**src/rtl/sequence_detector_1101_moore_pkg.sv**
```systemverilog
// rtl/sequence_detector_1101_moore_pkg.sv - shared state encodings for the 1101 Moore detector
//
// Purpose: named 3-bit binary state constants shared by the detector and its bench.
// Ports:   none (package).
package sequence_detector_1101_moore_pkg;

  localparam int STATE_W = 3;

  // Each state records the longest prefix of "1101" that the recent input ends with.
  localparam logic [STATE_W-1:0] S0 = 3'd0;  // no prefix matched
  localparam logic [STATE_W-1:0] S1 = 3'd1;  // "1"
  localparam logic [STATE_W-1:0] S2 = 3'd2;  // "11"
  localparam logic [STATE_W-1:0] S3 = 3'd3;  // "110"
  localparam logic [STATE_W-1:0] S4 = 3'd4;  // "1101" detected

  function automatic logic is_detect_state(input logic [STATE_W-1:0] s);
    return (s == S4);
  endfunction

endpackage

```
**src/rtl/sequence_detector_1101_moore.sv**
```systemverilog
// rtl/sequence_detector_1101_moore.sv - Moore FSM detecting the serial pattern "1101"
//
// Purpose: raises y for one cycle in the cycle after the final '1' of "1101" is sampled.
//          OVERLAP=1 lets the trailing '1' of a match start the next one; OVERLAP=0 does not.
// Ports:
//   clk - single clock, all state changes on its rising edge
//   rst - asynchronous active-high reset, forces S0 / y=0 immediately
//   x   - serial data bit, sampled on each rising clk edge
//   y   - detect flag, decoded from the state register only
module sequence_detector_1101_moore
  import sequence_detector_1101_moore_pkg::*;
#(
  parameter int OVERLAP = 1
) (
  input  logic clk,
  input  logic rst,
  input  logic x,
  output logic y
);

  logic [STATE_W-1:0] state_q;
  logic [STATE_W-1:0] state_d;

  // State register.
  always_ff @(posedge clk or posedge rst) begin
    if (rst) begin
      state_q <= S0;
    end else begin
      state_q <= state_d;
    end
  end

  // Next-state logic.
  always_comb begin
    state_d = S0;
    case (state_q)
      S0: state_d = x ? S1 : S0;
      S1: state_d = x ? S2 : S0;
      // A run of ones keeps the "11" suffix alive.
      S2: state_d = x ? S2 : S3;
      S3: state_d = x ? S4 : S0;
      // After a match the last '1' plus a new '1' forms "11" when overlapping;
      // without overlap the match is consumed and only the new '1' counts.
      S4: begin
        if (x) begin
          state_d = (OVERLAP != 0) ? S2 : S1;
        end else begin
          state_d = S0;
        end
      end
      // Unused encodings recover to idle.
      default: state_d = S0;
    endcase
  end

  // Output decode from the register alone keeps y glitch-free and independent of x.
  assign y = is_detect_state(state_q);

endmodule

```
**config.mk**
```make
export PLATFORM = sky130hd
export DESIGN_NAME = sequence_detector_1101_moore
export DESIGN_NICKNAME = d
export VERILOG_FILES = /design/src/rtl/sequence_detector_1101_moore_pkg.sv /design/src/rtl/sequence_detector_1101_moore.sv
export SDC_FILE = /design/constraint.sdc
export NUM_CORES = 1
export LEC_CHECK = 0
export ABC_AREA = 1
export ABC_CLOCK_PERIOD_IN_PS = 1000
export BUFFER_PORTS_ARGS = -buffer_cell sky130_fd_sc_hd__buf_4
export CAP_MARGIN = 20
export CELL_PAD_IN_SITES_DETAIL_PLACEMENT = 1
export CELL_PAD_IN_SITES_GLOBAL_PLACEMENT = 2
export CORE_AREA = 2 2 39 41
export DETAILED_ROUTE_END_ITERATION = 10
export DIE_AREA = 0 0 41 43
export PLACE_DENSITY_LB_ADDON = 0.1
export SKIP_LAST_GASP = 1
export SLEW_MARGIN = 10
export SYNTH_ARGS = -nofsm -noshare
export SYNTH_HDL_FRONTEND = slang
export SYNTH_SLANG_ARGS = --single-unit
```
**constraint.sdc**
```tcl
create_clock -name clk -period 1 [get_ports clk]
set_clock_uncertainty 0.05 [all_clocks]
set_input_delay 0.2 -clock clk [delete_from_list [all_inputs] [get_ports clk]]
set_output_delay 0.2 -clock clk [all_outputs]
set_load 0.005 [all_outputs]
```
After elaboration in Yosys (flattened, before gate mapping)
Index checks and enable logic that the tools add are counted.
{"block": "word_totals", "out_inout_bits": 1, "register_bits": 3, "elab_cells": 12}
{"block": "classes", "n_eq_ne": 4, "reduce_logical": 2, "mux": 5}
{"op": "$pmux 3 s4", "count": 1}
{"op": "$eq 3x2->1 const B", "count": 2}
{"op": "$eq 3x1->1 const B", "count": 1}
{"op": "$eq 3x3->1 const B", "count": 1}
{"op": "$logic_not 3->1", "count": 1}
{"op": "$mux 3", "count": 1}
{"op": "$mux 1", "count": 2}
{"op": "$mux 2", "count": 1}
{"op": "$reduce_or 2->1", "count": 1}

Longest topological paths before layout
Gate-level depths: netlist of the first run.
{"block": "depth", "ltp_word": 3, "depth_mapped": 5, "mapped_depth_nobuf": 5}

Worst setup path before layout of the first run
Ideal clock, no wire load.
{"block": "synth_path", "path_kind": "flip-flop to output port", "from": "register state_q[1]", "to": "output y", "required_time_ns": 0.750, "path_buffers": 0, "slack_ns": 0.152, "stages_incl_launch_ff": 2, "t_arrival_ns": 0.598, "cell_sequence": "dfrtp_1 > nor3_1"}
{"block": "synth_between", "elab_chain_len": 1}
{"item": "start, declared", "line": "sequence_detector_1101_moore.sv:21", "rtl": "logic [STATE_W-1:0] state_q;"}
{"item": "start signal, assigned", "line": "sequence_detector_1101_moore.sv:29", "rtl": "state_q <= state_d;"}
{"item": "$eq 3x3->1", "line": "sequence_detector_1101_moore_pkg.sv:17", "rtl": "return (s == S4);"}
{"item": "end, declared", "line": "sequence_detector_1101_moore.sv:18", "rtl": "output logic y"}
No other way between the ends.

Final worst setup path of the first run
{"block": "layout_path", "from": "register state_q[0]", "to": "output y"}
The elaborated chain is that of the path after synthesis.

==> results of run 1 <==
## per-stage QoR
| stage | instance area [um^2] | setup TNS (ps) | setup slack [ps] |
|---|---|---|---|
| floorplan | 152.6 | 0 | 152.2 |
| global placement | 217.7 | 0 | 47.43 |
| detailed placement | 217.7 | 0 | 48.92 |
| CTS | 266.5 | -185.6 | -185.6 |
| global route | 279.0 | -251.2 | -248.7 |
| finish | 279.0 | -167.0 | -167.0 |
## worst paths after layout
path	from	end
hold / removal	x	state_q[0]$_DFF_PP0_
setup / recovery	state_q[0]$_DFF_PP0_	y
hold reg to reg	state_q[2]$_DFF_PP0_	state_q[2]$_DFF_PP0_
max in group asynchronous	rst	state_q[1]$_DFF_PP0_
min in group asynchronous	rst	state_q[0]$_DFF_PP0_
setup reg to reg	state_q[0]$_DFF_PP0_	state_q[0]$_DFF_PP0_
## power breakdown
| group | internal [W] | leakage [nW] | switching (W) | total [W] |
|---|---|---|---|---|
| Clock | 0.000149 | 0.0150 | 0.0000567 | 0.000206 |
| Sequential | 0.000165 | 0.0389 | 0.0000328 | 0.000198 |
| Combinational | 0.000136 | 0.0917 | 0.000161 | 0.000297 |
| Total | 0.000450 | 0.146 | 0.000250 | 0.000700 |
## routing by layer
layer / part of all wire (%) / global-route usage, % / vias to the layer above / wire [um]
li1: - / - / 81 / -
met1: 41 / 6.796 / 70 / 171
met2: 53 / 8.438 / 5 / 220
met3: 2.6 / 1.571 / 2 / 11
met4: 3.6 / 10.00 / 0 / 15
met5: 0 / 0 / - / 0
## area by class of cell
| type | instances | share of cell area, % |
|---|---|---|
| tap | 16 | 7.175 |
| multi-input combinational | 12 | 26.46 |
| clock buffer | 4 | 9.417 |
| inverter | 5 | 7.623 |
| timing repair buffer | 8 | 22.42 |
| sequential | 3 | 26.91 |
## placed cells by master (no fill, tap or decap)
cell           netlist  final
clkbuf_1             0      1
clkbuf_4             0      3
nand2_4              0      1
dlygate4sd3_1        0      1
inv_4                0      1
nand2_1              5      5
nor2_2               1      1
dfrtp_1              3      3
nor3_2               1      2
inv_1                2      2
inv_2                3      2
buf_4                0      7
nand3_2              0      1
nor2_1               2      2
## what timing repair did
item / CTS / global route
setup endpoints to repair: 1 / 3
resized for setup: 1 / 3
setup buffers: 1 / 0
hold buffers: 1 / 0
pin swaps: 1 / 1
endpoints found under the hold margin: 3 / 0
## logic make-up (layout without fill, tap and decap cells)
group,Yosys count,count (layout),share of synthesized area [%]
and+or+nand+nor,12,12,38.53
buffers and inverters,5,17,12.30
DFF,3,3,49.18
## critical path, cell delays in order, from the launching register on
cell	delay, ps
dfrtp_1	380
nor3_2	180
buf_4	130
==> results.toml, run 1 <==
[die]
die_w_um = 41
start_util_pct = 11.03
fp.dieH_um = 43
die_area_um2 = 1763
io_pins = 4
rows = 14
core-area_um2 = 1384

[synthesis]
synth_area_leaders = "dfrtp_1, nand2_1, inv_2, nor3_2, inv_1"
synth_common_cells = "nand2_1, dfrtp_1, inv_2"
ys_warn_count = 0
synthDistinctLibCells = 10
synth.cell_area_um2 = 152.6
synthCells = 20
syn_avg_cell_area_um2 = 7.632
synth_edf_count = 0
synthFlopType = "dfrtp_1"
synth_most_common_cell = "nand2_1"
yosysSeqAreaShare_pct = 49.18
synthArstFlopShare_pct = 100.0
yosys.area.top_type = "dfrtp_1"
synth_top_cell_area_share_pct = 49.18
synth_nets = 23
synth-seq-cells = 3

[route]
drc = 0
ant_nets = 0
drt-initial-drc-count = 0
vias = 158
totalWireLength_um = 419
wire_per_inst_um = 8.729
via_per_inst = 3.292
dr.pass1.iters = 1

[grt]
grtUsageTotal_pct = 6.640
grt_max_degree = 5
grt_pass1_vias = 183
antenna_found_initial = 0
grt.overflow.total = 0
grt_pass1_wl_um = 669

[cells_and_area]
max_flop_register = "state_q"
largest_register_ffs = 3
layout.cells.non_filler = 48
top_regs = "state_q (3)"
multiInputGateArea_um2 = 73.82
diodes = 0
nets = 36
fillers = 166
syn_to_final_growth_pct = 82.79
register_area_um2 = 75.07
drive_above_1_share_pct = 56.25
final_util_pct = 20.16

[placed_design]
gp_congestion = 0.6669
portBuffers = 3
dp.cells = 42

[worst_setup_path]
rr_worst_depth = 6
crit_path_end_kind = "output pin"
cp.arrival_ps = 920
crit_fanout = 2
cp-start-kind = "flop"
worst_ep_required_time_ps = 750
r2r_setup_slack_ps = 60
crit_type = "reg2out"

[timing]
fin_ws_ps = -167.0
slew_headroom_pct = 90.31
slew_viol_final = 0
holdWs_ps = 184.7
rsz0062_at_grt = "true"
setup_viol = 1
period_share_pct = 116.7
fmax_ghz = 0.8569
hold_violations = 0
worstMarginPinSlew_ps = 144.5
period_needed_ps = 1167

[min_path]
hold_depth = 3
hold_path_class = "in2reg"

[job]
maxCapViolations = 0

[clock_network]
tritoncts = "yes"
clk_pin_slew_ps = 40
insertion_delay_ps = 230
cts_sinks = 3
htree_levels = 1
cts_root_buf = "clkbuf_4"
clk_path_buf_depth = 2
numCtsBuffers = 3

[outcome]
status = "finished with violations"
violations = "negative setup slack"

[power_and_ir_drop]
p_leak_nw = 0.1456
power_w = 0.0007005
power_density_nw_per_um2 = 2510
irDropWorstVdd_uv = 760.3
No activity file was read; power rests on OpenSTA's default activity.
==> run 2, diff against run 1 <==
ABC_CLOCK_PERIOD_IN_PS = 1300   (was 1000)
REMOVE_ABC_BUFFERS = 1   (was not set)
clock period = 1.3 ns   (was 1 ns; I/O delays follow)
==> run 2 against run 1 <==
Against the previous run:
- the flow now finishes without violations
- combinational power shrank 50%
- non-clock buffer count shrank 3
- count of clock-buffer cells in the layout unchanged
- sequential share of layout area up 4.2 points
- die area unchanged
- core utilization decreased by 2.4 points
- final cell count shrank 6.3%
- global-route usage shrank 0.61 points
- sequential power is 15% lower
- power is 32% lower
- setup slack improved by 210 ps
- critical path type unchanged
==> results.toml, run 2 (synthesis gave the netlist of run 1 again) <==
[power_and_ir_drop]
power_w = 0.0004758
irDropWorstVdd_uv = 534.1
power_density_nw_per_um2 = 1940
p_leak_nw = 0.1269

[grt]
grt_pass1_vias = 172
grt_pass1_wl_um = 655
antenna_found_initial = 0
grtUsageTotal_pct = 6.030
grt.overflow.total = 0
grt_max_degree = 6

[clock_network]
clk_path_buf_depth = 2
cts_root_buf = "clkbuf_4"
numCtsBuffers = 3
tritoncts = "yes"
clk_pin_slew_ps = 30
cts_sinks = 3
htree_levels = 1
insertion_delay_ps = 230

[outcome]
status = "completed"

[worst_setup_path]
slowest_delay_ps = 410
crit_fanout = 3
cp_top_family = "flip-flops"
crit_path_end_kind = "output pin"
cp-start-kind = "flop"
cp.arrival_ps = 950
path_buf_inv = 1
worstPathCellList = "nor3_2 -> buf_4"
crit_type = "reg2out"
worst_ep_required_time_ps = 990
crit_slowest_cell = "dfrtp_1"

[job]
maxCapViolations = 0

[cells_and_area]
layout.cells.non_filler = 45
nets = 33
diodes = 0
mostFrequentLayoutCell = "nand2_1"
top_regs = "state_q (3)"
drive_above_1_share_pct = 51.72
largest_register_ffs = 3
layout_common_cells = "nand2_1, buf_4, inv_2, clkbuf_4"
syn_to_final_growth_pct = 60.66
max_flop_register = "state_q"
final_util_pct = 17.72

[die]
fp.dieH_um = 43
start_util_pct = 11.03
die_w_um = 41
die_area_um2 = 1763
core-area_um2 = 1384
io_pins = 4
rows = 14

[timing]
period_share_pct = 96.87
rsz0062_at_grt = "true"
slew_viol_final = 0
slew_headroom_pct = 90.20
worstMarginPinSlew_ps = 147.1
fmax_ghz = 0.7941
setup_viol = 0
fin_ws_ps = 40.70
hold_violations = 0
period_needed_ps = 1259

[min_path]
hold_path_class = "in2reg"

[route]
ant_nets = 0
wl_met3_um = 16
wl_met1_um = 160
vias = 152
dr.pass1.iters = 2
totalWireLength_um = 363
drt-initial-drc-count = 1
drc = 0
via_per_inst = 3.378
routed.top_layer = "met3"
route.met2.wl_um = 186
wire_per_inst_um = 8.067

[placed_design]
portBuffers = 3
hpwlAfterDp_um = 295.3
place_ws_ps = 243.4
dp.cells = 39
gp_congestion = 0.6793
==> run 2: path summary, 6_finish.rpt <==
| path | start | to | slack, ps | cells after the start |
|---|---|---|---|---|
| min | x | state_q[0]$_DFF_PP0_ | 250 | 3 |
| max | state_q[0]$_DFF_PP0_ | y | 40 | 2 |
| max reg2reg | state_q[1]$_DFF_PP0_ | state_q[0]$_DFF_PP0_ | 390 | 4 |
| min reg2reg | state_q[2]$_DFF_PP0_ | state_q[2]$_DFF_PP0_ | 430 | 1 |
| min in group asynchronous | rst | state_q[1]$_DFF_PP0_ | 420 | 3 |
| max in group asynchronous | rst | state_q[1]$_DFF_PP0_ | 640 | 3 |
==> run 2: per-layer routing <==
metal,vias to the layer above,track usage [%]
met5,-,0
met4,0,6.000
met3,0,3.141
met2,3,7.813
met1,73,6.452
li1,76,-
==> run 2: worst min-delay path, cell delays in order <==
cell and delay (ps):
buf_4 90, nor2_1 40, nor2_2 90
==> run 2: per-stage QoR <==
stage	setup TNS [ps]	hold slack [ps]	cell area (um^2)
2_1_floorplan	0	-36.36	152.6
3_3_place_gp	0	101.8	195.2
3_5_place_dp	0	98.90	195.2
4_1_cts	0	246.0	236.5
5_1_grt	-13.92	256.0	245.2
6_report	0	249.8	245.2
==> run 2: cell type report <==
class                   count  area (um^2)
fillers                   164         1139
flip-flops and latches      3        76.32
multi-input cells          12        63.81
repair buffers              5        40.04
clock buffers               4        26.28
well taps                  16        20.02
inverters                   5        18.77
==> run 2: where the power goes <==
group          switching [W]  internal, W
combinational      0.0000836    0.0000654
sequential         0.0000397     0.000130
clock              0.0000429     0.000115
total               0.000166     0.000310
==> run 2: what timing repair did <==
item,4_1_cts,5_1_grt
hold endpoints to repair,3,0
hold buffers,1,0
setup endpoints to repair,1,1
buffers inserted,0,1
gates resized for setup,1,1
==> run 3, diff against run 2 <==
ABC_CLOCK_PERIOD_IN_PS = 1100   (was 1300)
clock period = 1.1 ns   (was 1.3 ns; I/O delays follow)
==> run 3 against run 2 <==
Against the previous run:
- the flow now finishes with violations (negative setup slack)
- routed wire length rose by 18%
- worst hold slack worse by 47 ps
- die area unchanged
- via count increased by 5.9%
- flip-flop and latch count unchanged
- setup slack got worse by 140 ps
- critical endpoint unchanged
==> results.toml, run 3 (synthesis gave the netlist of run 1 again) <==
[worst_setup_path]
cp-start-kind = "flop"
crit_slowest_cell = "dfrtp_1"
worst_ep_required_time_ps = 830
path_buf_inv = 1
cp-endpoint = "y"
cp_top_family = "flip-flops"
worstReg2RegEnd = "state_q[1]$_DFF_PP0_"
crit_fanout = 2
reg2reg_from = "state_q[2]$_DFF_PP0_"
cp.arrival_ps = 930
rr_worst_depth = 5
slowest_delay_ps = 390
worstPathCellList = "nor3_2 -> buf_4"
crit_type = "reg2out"
critPathLaunch = "state_q[0]$_DFF_PP0_"
cp_num_cells = 2
r2r_setup_slack_ps = 130
crit_path_end_kind = "output pin"

[timing]
worstMarginPinSlew_ps = 127.9
hold_violations = 0
setup_viol = 1
fin_ws_ps = -99.40
slew_headroom_pct = 91.43
period_share_pct = 109.0
fmax_ghz = 0.8338
slew_viol_final = 0
period_needed_ps = 1199
rsz0062_at_grt = "true"

[grt]
antenna_found_initial = 0
grt_pass1_wl_um = 745
grt_max_degree = 5
grt.overflow.total = 0
grtUsageTotal_pct = 7.553
grt_pass1_vias = 195

[die]
start_util_pct = 11.03
fp.dieH_um = 43
die_w_um = 41
core-area_um2 = 1384
rows = 14
io_pins = 4
die_area_um2 = 1763

[min_path]
hold_path_class = "in2reg"
hold_depth = 3

[cells_and_area]
layout.cells.non_filler = 49
mostFrequentLayoutCell = "buf_4"
drive_above_1_share_pct = 54.55
nets = 37
max_flop_register = "state_q"
diodes = 0
syn_to_final_growth_pct = 79.51
layout_common_cells = "buf_4, nand2_1, inv_2, clkbuf_4, dfrtp_1"
top_regs = "state_q (3)"
fillers = 167
largest_register_ffs = 3

[clock_network]
tritoncts = "yes"
cts_sinks = 3
clk_pin_slew_ps = 40
insertion_delay_ps = 230
htree_levels = 1
numCtsBuffers = 3
clk_path_buf_depth = 2
cts_root_buf = "clkbuf_4"

[outcome]
status = "finished with violations"
violations = "negative setup slack"

[placed_design]
hpwlAfterDp_um = 292.5
gp_congestion = 0.6203
portBuffers = 3
dp.cells = 41

[route]
drt-initial-drc-count = 0
ant_nets = 0
wire_per_inst_um = 8.776
vias = 161
dr.pass1.iters = 1
totalWireLength_um = 430
drc = 0
via_per_inst = 3.286

[power_and_ir_drop]
power_w = 0.0006168
irDropWorstVdd_uv = 685.9
p_leak_nw = 0.1482
power_density_nw_per_um2 = 2251

[job]
maxCapViolations = 0
run 3: worst min-delay path, stage by stage:
cell and delay (ps):
buf_4 90, nor2_1 40, nor2_2 90
run 3: per-layer routing:
metal | vias to the layer above | global-route usage (%) | share of wire [%]
li1 | 83 | - | -
met1 | 73 | 7.468 | 41
met2 | 3 | 8.750 | 53
met3 | 2 | 4.712 | 3.7
met4 | 0 | 10.00 | 2.3
met5 | - | 0 | 0
run 3: metrics by stage:
step | util (%) | setup TNS [ps] | cell area [um^2] | hold WS, ps | worst slack, ps
floorplan | - | 0 | 152.6 | -76.36 | 232.2
global placement | 15.19 | 0 | 210.2 | 61.08 | 136.0
detailed placement | 15.19 | 0 | 210.2 | 54.38 | 120.6
CTS | 19.26 | -109.3 | 266.5 | 203.3 | -109.3
global route | 19.80 | -168.7 | 274.0 | 210.9 | -168.7
finish | 19.80 | -99.40 | 274.0 | 202.6 | -99.40
run 3: timing repair:
action,4_1_cts,5_1_grt
pin swaps,1,1
setup buffers,2,1
hold buffers,1,0
endpoints found under the hold margin,3,0
resized for setup,1,0
endpoints found under the setup margin,1,1
run 3: cell type report:
cell class              instances  area [um^2]  area share (%)
flip-flops and latches          3        75.07           27.40
multi-input cells              12        63.81           23.29
inverters                       5        18.77           6.849
repair buffers                  9        70.07           25.57
clock buffers                   4        26.28           9.589
well taps                      16        20.02           7.306
run 3: how the worst min path moves through the flow:
| stage | startpoint | to | slack, ps |
|---|---|---|---|
| final | x | state_q[0]$_DFF_PP0_ | 200 |
| after global routing | x | state_q[0]$_DFF_PP0_ | 210 |
| after CTS | x | state_q[0]$_DFF_PP0_ | 200 |
| after detailed placement | rst | state_q[2]$_DFF_PP0_ | 50 |
| after global placement | rst | state_q[2]$_DFF_PP0_ | 60 |
| after floorplan | rst | state_q[0]$_DFF_PP0_ | -80 |
run 3: report_power, final:
part	switching, W	leakage, nW	internal (W)
clock	0.0000566	0.0150	0.000136
sequential	0.0000315	0.0389	0.000150
combinational	0.000126	0.0943	0.000117
